[config.mk]
export PLATFORM = sky130hd
export DESIGN_NAME = apb_slave_flat
export DESIGN_NICKNAME = d
export VERILOG_FILES = /design/src/rtl/apb_slave_if.sv /design/src/rtl/apb_slave.sv /design/src/flat_wrapper.sv
export SDC_FILE = /design/constraint.sdc
export NUM_CORES = 1
export LEC_CHECK = 0
export CAP_MARGIN = 20
export CORE_MARGIN = 1.5
export CORE_UTILIZATION = 40
export DETAILED_ROUTE_END_ITERATION = 12
export PLACE_DENSITY = 0.76
export SETUP_SLACK_MARGIN = 0.2
export SYNTH_ARGS = -nofsm -noshare
export SYNTH_HDL_FRONTEND = slang
export SYNTH_SLANG_ARGS = --single-unit
[constraint.sdc]
create_clock -name pclk -period 3.3 [get_ports pclk]
set_clock_uncertainty 0.2 [all_clocks]
set_input_delay 0.66 -clock pclk [delete_from_list [all_inputs] [get_ports pclk]]
set_output_delay 0.66 -clock pclk [all_outputs]
set_load 0.05 [all_outputs]
[src/rtl/apb_slave_if.sv]
// APB slave port bundle: APB bus side plus the downstream valid-ready command/response link.
// Signal names match the block's pin list; the slave modport is the DUT view.
interface apb_slave_if #(
  parameter int DW = 32,
  parameter int AW = 8
);
  localparam int SW = DW / 8;
  localparam int CW = 1 + SW + DW + AW;
  localparam int RW = 1 + DW;

  logic [AW-1:0] i_paddr;
  logic          i_pwrite;
  logic          i_psel;
  logic          i_penable;
  logic [DW-1:0] i_pwdata;
  logic [SW-1:0] i_pstrb;
  logic [DW-1:0] o_prdata;
  logic          o_pslverr;
  logic          o_pready;
  logic [CW-1:0] o_cmd;
  logic          o_cmd_valid;
  logic          i_cmd_ready;
  logic [RW-1:0] i_resp;
  logic          i_resp_valid;
  logic          o_resp_ready;

  modport slave (
    input  i_paddr, i_pwrite, i_psel, i_penable, i_pwdata, i_pstrb,
    input  i_cmd_ready, i_resp, i_resp_valid,
    output o_prdata, o_pslverr, o_pready, o_cmd, o_cmd_valid, o_resp_ready
  );

  modport master (
    output i_paddr, i_pwrite, i_psel, i_penable, i_pwdata, i_pstrb,
    output i_cmd_ready, i_resp, i_resp_valid,
    input  o_prdata, o_pslverr, o_pready, o_cmd, o_cmd_valid, o_resp_ready
  );
endinterface

[src/rtl/apb_slave.sv]
// APB3/APB4 slave front-end: turns each APB transfer into a valid-ready command and waits for its response.
// Optional macro APB_SLAVE_TIMEOUT_EN: abort with PSLVERR after TMO cycles and sink late responses in IDLE.
module apb_slave #(
  parameter int DW  = 32,
  parameter int AW  = 8,
  parameter int TMO = 16
) (
  input  logic       pclk,
  input  logic       preset,
  apb_slave_if.slave bus
);
  localparam int SW = DW / 8;
  localparam int CW = 1 + SW + DW + AW;

  if (TMO < 2 || AW > 32 || (DW % 8) != 0) begin : g_param_chk
    $error("apb_slave: illegal parameter set");
  end

  typedef enum logic [1:0] {IDLE, CMD, RESP, DONE} state_e;

  state_e        state_q, state_d;
  logic [CW-1:0] cmd_q, cmd_d;
  logic [DW-1:0] prdata_q, prdata_d;
  logic          pslverr_q, pslverr_d;
  logic          cmd_valid_q, cmd_valid_d;
  logic          resp_ready_q, resp_ready_d;
  logic          pready_q, pready_d;
  logic          setup;
  logic          tmo_hit;
  logic          sink_idle;

  assign setup = bus.i_psel && !bus.i_penable;

`ifdef APB_SLAVE_TIMEOUT_EN
  localparam int TCW = $clog2(TMO);
  logic [TCW-1:0] cnt_q, cnt_d;

  assign tmo_hit   = (cnt_q == TCW'(TMO - 1));
  assign sink_idle = 1'b1;

  always_comb begin
    cnt_d = cnt_q;
    case (state_q)
      IDLE:      if (setup) cnt_d = '0;
      CMD, RESP: cnt_d = cnt_q + 1'b1;
      default:   cnt_d = cnt_q;
    endcase
  end

  always_ff @(posedge pclk) begin
    if (preset) cnt_q <= '0;
    else        cnt_q <= cnt_d;
  end
`else
  assign tmo_hit   = 1'b0;
  assign sink_idle = 1'b0;
`endif

  always_comb begin
    state_d   = state_q;
    cmd_d     = cmd_q;
    prdata_d  = prdata_q;
    pslverr_d = pslverr_q;
    case (state_q)
      IDLE: begin
        // Reads carry a zero strobe so the downstream never sees stray byte enables.
        if (setup) begin
          cmd_d   = {bus.i_pwrite, bus.i_pstrb & {SW{bus.i_pwrite}}, bus.i_pwdata, bus.i_paddr};
          state_d = CMD;
        end
      end
      CMD: begin
        if (bus.i_cmd_ready) begin
          state_d = RESP;
        end else if (tmo_hit) begin
          state_d   = DONE;
          pslverr_d = 1'b1;
          prdata_d  = '0;
        end
      end
      RESP: begin
        if (bus.i_resp_valid) begin
          state_d   = DONE;
          pslverr_d = bus.i_resp[DW];
          prdata_d  = cmd_q[CW-1] ? '0 : bus.i_resp[DW-1:0];
        end else if (tmo_hit) begin
          state_d   = DONE;
          pslverr_d = 1'b1;
          prdata_d  = '0;
        end
      end
      DONE: begin
        state_d   = IDLE;
        prdata_d  = '0;
        pslverr_d = 1'b0;
      end
      default: state_d = IDLE;
    endcase
    // Handshake outputs are registered from the next state, so they track the FSM with no input paths.
    cmd_valid_d  = (state_d == CMD);
    resp_ready_d = (state_d == RESP) || (sink_idle && state_d == IDLE);
    pready_d     = (state_d == DONE);
  end

  always_ff @(posedge pclk) begin
    if (preset) begin
      state_q      <= IDLE;
      cmd_q        <= '0;
      prdata_q     <= '0;
      pslverr_q    <= 1'b0;
      cmd_valid_q  <= 1'b0;
      resp_ready_q <= 1'b0;
      pready_q     <= 1'b0;
    end else begin
      state_q      <= state_d;
      cmd_q        <= cmd_d;
      prdata_q     <= prdata_d;
      pslverr_q    <= pslverr_d;
      cmd_valid_q  <= cmd_valid_d;
      resp_ready_q <= resp_ready_d;
      pready_q     <= pready_d;
    end
  end

  assign bus.o_cmd        = cmd_q;
  assign bus.o_cmd_valid  = cmd_valid_q;
  assign bus.o_resp_ready = resp_ready_q;
  assign bus.o_prdata     = prdata_q;
  assign bus.o_pslverr    = pslverr_q;
  assign bus.o_pready     = pready_q;
endmodule
[src/flat_wrapper.sv]
// flat-port wrapper written by rule: the top's interface ports become plain ports
module apb_slave_flat 
#(
  parameter int DW  = 32,
  parameter int AW  = 8,
  parameter int TMO = 16
)
  (pclk, preset, bus_i_paddr, bus_i_pwrite, bus_i_psel, bus_i_penable, bus_i_pwdata, bus_i_pstrb, bus_i_cmd_ready, bus_i_resp, bus_i_resp_valid, bus_o_prdata, bus_o_pslverr, bus_o_pready, bus_o_cmd, bus_o_cmd_valid, bus_o_resp_ready);
  apb_slave_if #(.DW(DW), .AW(AW)) bus_i ();
  input  logic pclk;
  input  logic preset;
  input wire logic [$bits(bus_i.i_paddr)-1:0] bus_i_paddr;
  input wire logic [$bits(bus_i.i_pwrite)-1:0] bus_i_pwrite;
  input wire logic [$bits(bus_i.i_psel)-1:0] bus_i_psel;
  input wire logic [$bits(bus_i.i_penable)-1:0] bus_i_penable;
  input wire logic [$bits(bus_i.i_pwdata)-1:0] bus_i_pwdata;
  input wire logic [$bits(bus_i.i_pstrb)-1:0] bus_i_pstrb;
  input wire logic [$bits(bus_i.i_cmd_ready)-1:0] bus_i_cmd_ready;
  input wire logic [$bits(bus_i.i_resp)-1:0] bus_i_resp;
  input wire logic [$bits(bus_i.i_resp_valid)-1:0] bus_i_resp_valid;
  output wire logic [$bits(bus_i.o_prdata)-1:0] bus_o_prdata;
  output wire logic [$bits(bus_i.o_pslverr)-1:0] bus_o_pslverr;
  output wire logic [$bits(bus_i.o_pready)-1:0] bus_o_pready;
  output wire logic [$bits(bus_i.o_cmd)-1:0] bus_o_cmd;
  output wire logic [$bits(bus_i.o_cmd_valid)-1:0] bus_o_cmd_valid;
  output wire logic [$bits(bus_i.o_resp_ready)-1:0] bus_o_resp_ready;
  assign bus_i.i_paddr = bus_i_paddr;
  assign bus_i.i_pwrite = bus_i_pwrite;
  assign bus_i.i_psel = bus_i_psel;
  assign bus_i.i_penable = bus_i_penable;
  assign bus_i.i_pwdata = bus_i_pwdata;
  assign bus_i.i_pstrb = bus_i_pstrb;
  assign bus_i.i_cmd_ready = bus_i_cmd_ready;
  assign bus_i.i_resp = bus_i_resp;
  assign bus_i.i_resp_valid = bus_i_resp_valid;
  assign bus_o_prdata = bus_i.o_prdata;
  assign bus_o_pslverr = bus_i.o_pslverr;
  assign bus_o_pready = bus_i.o_pready;
  assign bus_o_cmd = bus_i.o_cmd;
  assign bus_o_cmd_valid = bus_i.o_cmd_valid;
  assign bus_o_resp_ready = bus_i.o_resp_ready;
  apb_slave #(.DW(DW), .AW(AW), .TMO(TMO)) u_core (.pclk(pclk), .preset(preset), .bus(bus_i));
endmodule
== Word level (Yosys, flattened, before mapping) ==
Cells that the tools add are included.
Widths: inputs -> output; s select.

* Reductions and logical operators: 6
* Bitwise gates (word level): 1
* Eq/ne operators: 7
* Muxes and demuxes: 9

{| class="wikitable"
|+ Operators by type and width
! operator !! count
|-
| $mux 32 || 2
|-
| $pmux 32 s2 || 1
|-
| $eq 2x2->1 const B || 4
|-
| $pmux 2 s4 || 1
|-
| $mux 2 || 3
|-
| $and 4x4->4 || 1
|-
| $eq 2x1->1 const B || 2
|-
| $reduce_and 2->1 || 2
|-
| $logic_not 2->1 || 1
|-
| $ne 2x2->1 const B || 1
|-
| $pmux 1 s2 || 1
|-
| $reduce_bool 2->1 || 1
|-
| $logic_and 1x1->1 || 1
|-
| $logic_not 1->1 || 1
|-
| $mux 1 || 1
|}

* Bits of input ports: 84
* Word-level logic and storage cells: 30
* Flip-flop bits (word level): 83
* Output and inout port bits: 81

== Depth between registers and ports, before layout ==
* Word-level depth: 5
* Mapped depth: 5
* Gate-level depth less buffers: 3

== Worst setup path after synthesis ==
OpenSTA, ideal clock, no wires.

* Path kind: reg-to-reg
* Start point: register u_core.cmd_q[44] (netlist: u_core.bus.o_cmd[44])
* End point: register u_core.prdata_q[0] (netlist: u_core.bus.o_prdata[0])
* Data arrival time: 1.448 ns
* Path slack: 1.509 ns
* Path buffers: 2
* Library setup time: 0.143 ns
* Period minus slack after synthesis: 1.791 ns
* Required time: 2.957 ns
* Cell stages (with the launch flop): 4
* Cells stage by stage: dfxtp_1 > clkbuf_1 > buf_1 > o32ai_2

* Longest elaborated chain between the ends: 3

{| class="wikitable"
|+ RTL lines
! element !! line !! RTL
|-
| start, declared || apb_slave.sv:22 || <nowiki>logic [CW-1:0] cmd_q, cmd_d;</nowiki>
|-
| start signal, assigned || apb_slave.sv:116 || <nowiki>cmd_q <= cmd_d;</nowiki>
|-
| $mux 32 || apb_slave.sv:85 || <nowiki>prdata_d = cmd_q[CW-1] ? '0 : bus.i_resp[DW-1:0];</nowiki>
|-
| $mux 32 || apb_slave.sv:82 || <nowiki>if (bus.i_resp_valid) begin</nowiki>
|-
| $pmux 32 s2 || apb_slave.sv:64 || <nowiki>case (state_q)</nowiki>
|-
| end signal, assigned || apb_slave.sv:117 || <nowiki>prdata_q <= prdata_d;</nowiki>
|-
| end, declared || apb_slave.sv:23 || <nowiki>logic [DW-1:0] prdata_q, prdata_d;</nowiki>
|}

No other way between the ends. The select of a mux whose other input is x is not followed.
A chain may end at the register's enable or synchronous reset.

== Worst setup path after layout ==
* Start point: register u_core.prdata_q[26] (netlist: u_core.bus.o_prdata[26])
* End point: output bus_o_prdata[26]

{| class="wikitable"
|+ RTL lines
! element !! line !! RTL
|-
| end, declared || flat_wrapper.sv:21 || <nowiki>output wire logic [$bits(bus_i.o_prdata)-1:0] bus_o_prdata;</nowiki>
|}

No word-level cell between the ends.

==> key figures <==
Drt
  • Pre-antenna DRT Iters: 4
  • Met1 WL: around 4.1 mm
  • Vias per cell: between 4 and 5
  • Final WL: ~8.9 mm
  • DR iter-0 viols: 56
  • WL/cell: 13.91 µm
  • Met3 wire len: 928 µm
  • WL met2: around 3.8 mm
  • Antenna-violating nets left: 0
  • Max layer used: met4
  • # DRC: 0
  • Vias: between 2000 and 3000

STA
  • # setup viols final: 0
  • Setup ws final: between 0.9 and 1 ns
  • Period utilisation layout: 0.7221
  • TNS Setup: 0 ns
  • Worst-margin pin slew: around 0.88 ns
  • Shortest period the worst path allows: ~2.4 ns
  • Slew headroom: 0.4119
  • Final Max Tran Viols: 0
  • Fmax: 0.4197 GHz
  • Final hold vios: 0
  • Unrepaired setup endpoints after global routing: false

Cells and area
  • FF/Latch Area: approximately 1700 µm²
  • Share of layout cells above drive strength 1: 0.1051
  • NumNets Final: 594
  • Diode count: 0
  • Syn-to-layout area delta: 48.36%
  • Fillers: 775
  • Most frequent cells in the layout: 163 x clkdlybuf4s50_1, 119 x nand2b_1, 82 x dfxtp_1
  • Area of the multi-input gates: 1859 µm²
  • Most common cell after layout, fill and taps aside: clkdlybuf4s50_1

Clock tree
  • Cts hold-fix bufs: 0
  • CTS max path bufs: 2
  • CTS clk-pin slew, worst paths: ~0.08 ns
  • H-Tree Depth: 3
  • CTS root buf: clkbuf_8
  • CTS Buf Count: 9
  • Setup bufs post-CTS: 0
  • Clk Latency, worst-skew pair: 0.34 ns
  • CTS resizes: 0
  • Clk sinks: 83
  • TritonCTS clock tree: yes

GRT
  • Largest net degree at the start of global routing: 128
  • Antenna violations before repair: 0
  • Global-route wire length before repair: 14.40 mm
  • Vias in the first global route: just over 3000
  • Global route total overflow: 0
  • GRT Util Overall: 0.1783

Setup path
  • Crit start category: register
  • R2r setup slk: about 1.5 ns
  • CP bufs+invs: 1
  • Worst path cell trace: clkdlybuf4s50_1
  • Crit path from: u_core.bus.o_prdata[26]
  • Reg-to-reg startpoint: u_core.state_q[1]
  • Worst path top cell family by delay: buffers and inverters
  • Worst Path Required: approximately 2.4 ns
  • FF-to-FF path depth: 3
  • Worst reg2reg endpoint: u_core.bus.o_prdata[8]
  • CP arrival: 1.52 ns
  • Crit path depth: 1
  • Crit path max fanout: 2
  • Worst setup endpoint: bus_o_prdata[26]
  • Max stage delay on crit path: 0.83 ns
  • Crit end category: output port
  • CP Class: register to output port
  • Worst path slowest cell: clkdlybuf4s50_1

Yosys
  • XOR/XNOR Fraction of Synth Area: 0
  • Synth warn: 0
  • Cell variety after synth: 21
  • Syn Inst Count: 360
  • Proportion of synthesized area in mux cells: 0.1177
  • Compound-Gate Fraction of Synth Area: 0.1419
  • Register bit total from synthesis: 83
  • Avg Cell Area, Syn: about 11 µm²
  • Area share of fa/ha/maj cells after synthesis: 0
  • Net count after synthesis: around 440
  • Seq/Total Area, Yosys: 0.4343
  • Largest family of logic cells by synthesized area: simple AND/OR/NAND/NOR gates
  • Simple-Gate Fraction of Synth Area: 0.2224
  • Mapped cell area: about 3800 µm²

Power and ir drop
  • Pleak: 2.116 nW
  • Worst VDD drop: a little over 0.2 mV
  • P per Cell Area: just under 400 nW/µm²

Floorplanning
  • Die area: 10160 µm²
  • Initial core utilization: 0.4141
  • Chip Width: approximately 100 µm
  • Core Area: ~9200 µm²
  • Row cnt: 35
  • I/O Pins: 165
  • Die Ht: 100.8 µm

Place
  • Port Buffer Count: ~160
  • Placer Congestion: roughly 0.72
  • Post-DP HPWL: between 5 and 6 mm
  • Place WS: 0.8787 ns

Outcome
  • Outcome: complete, no violations

Run
  • Max-Cap Viols: 0

Hold path
  • Min-delay worst type: register to register
  • HP Start: u_core.bus.o_cmd[23]
[registers in the layout, summed over array words and instances (netlist names)]
signal,flops
u_core.bus.o_cmd,45
u_core.bus.o_prdata,32
u_core.state_q,2
u_core.bus.o_cmd_valid,1
u_core.bus.o_pready,1
u_core.bus.o_pslverr,1
u_core.bus.o_resp_ready,1
[how the worst min path moves through the flow]
stage / to / cells past startpoint / slack (ns)
final: u_core.bus.o_cmd[23] / 2 / 0.27
after global routing: u_core.bus.o_cmd[21] / 2 / 0.29
after CTS: u_core.bus.o_cmd[21] / 2 / 0.28
after detailed placement: u_core.bus.o_cmd[2] / 2 / 0.26
after global placement: u_core.bus.o_pslverr / 2 / 0.26
after floorplan: u_core.bus.o_resp_ready / 2 / 0.35
[power by group]
| group | internal, mW | leakage [nW] | switching (mW) |
|---|---|---|---|
| Sequential | 1.04 | 0.675 | 0.0228 |
| Combinational | 0.220 | 1.35 | 0.246 |
| Clock | 0.343 | 0.0881 | 0.360 |
| Total | 1.60 | 2.12 | 0.629 |
[metrics by stage]
step	hold WS (ns)	std cells	utilization	total power [mW]	instance area, µm²
floorplan	0.3537	360	-	1.368	3826
global placement	0.2551	628	0.5946	1.549	5494
detailed placement	0.2605	628	0.5946	1.555	5494
CTS	0.2760	643	0.6144	2.258	5677
global route	0.2930	643	0.6144	2.335	5677
finish	0.2724	643	0.6144	2.232	5677
[logic make-up (layout without fill, tap and decap cells)]
kind of cell,after synthesis,count (layout)
simple gates,131,131
flops,83,83
buf+inv,63,217
mux,45,45
compound gates,38,38
[metal layers]
metal  vias up  global-route usage
li1       1494                   -
met1      1363              0.2198
met2       118              0.2817
met3         8             0.08252
met4         0             0.04550
met5         -                   0
[cell usage after synthesis]
cell type	count	area share
or3b_1	2	0.0046
a31oi_1	1	0.0016
o32ai_1	2	0.0046
buf_2	9	0.012
nand4bb_1	1	0.0029
mux2i_1	45	0.12
buf_6	1	0.0029
o2bb2ai_1	1	0.0023
or2b_1	1	0.0020
o32ai_2	30	0.13
nand2b_1	119	0.19
o21a_1	1	0.0020
or4b_1	1	0.0026
dfxtp_1	83	0.43
nand3b_1	6	0.012
a21oi_1	3	0.0039
buf_1	3	0.0029
nor4b_2	1	0.0039
clkbuf_1	13	0.013
buf_12	4	0.021
inv_1	33	0.032
[layout make-up]
| cell class | instances | share of cell area |
|---|---|---|
| clock buffers | 10 | 0.02248 |
| clock inverters | 5 | 0.009698 |
| inverters | 33 | 0.02182 |
| multi-input cells | 214 | 0.3275 |
| flip-flops and latches | 83 | 0.2929 |
| well taps | 129 | 0.02843 |
| repair buffers | 169 | 0.2971 |
No activity file was read; power rests on OpenSTA's default activity.
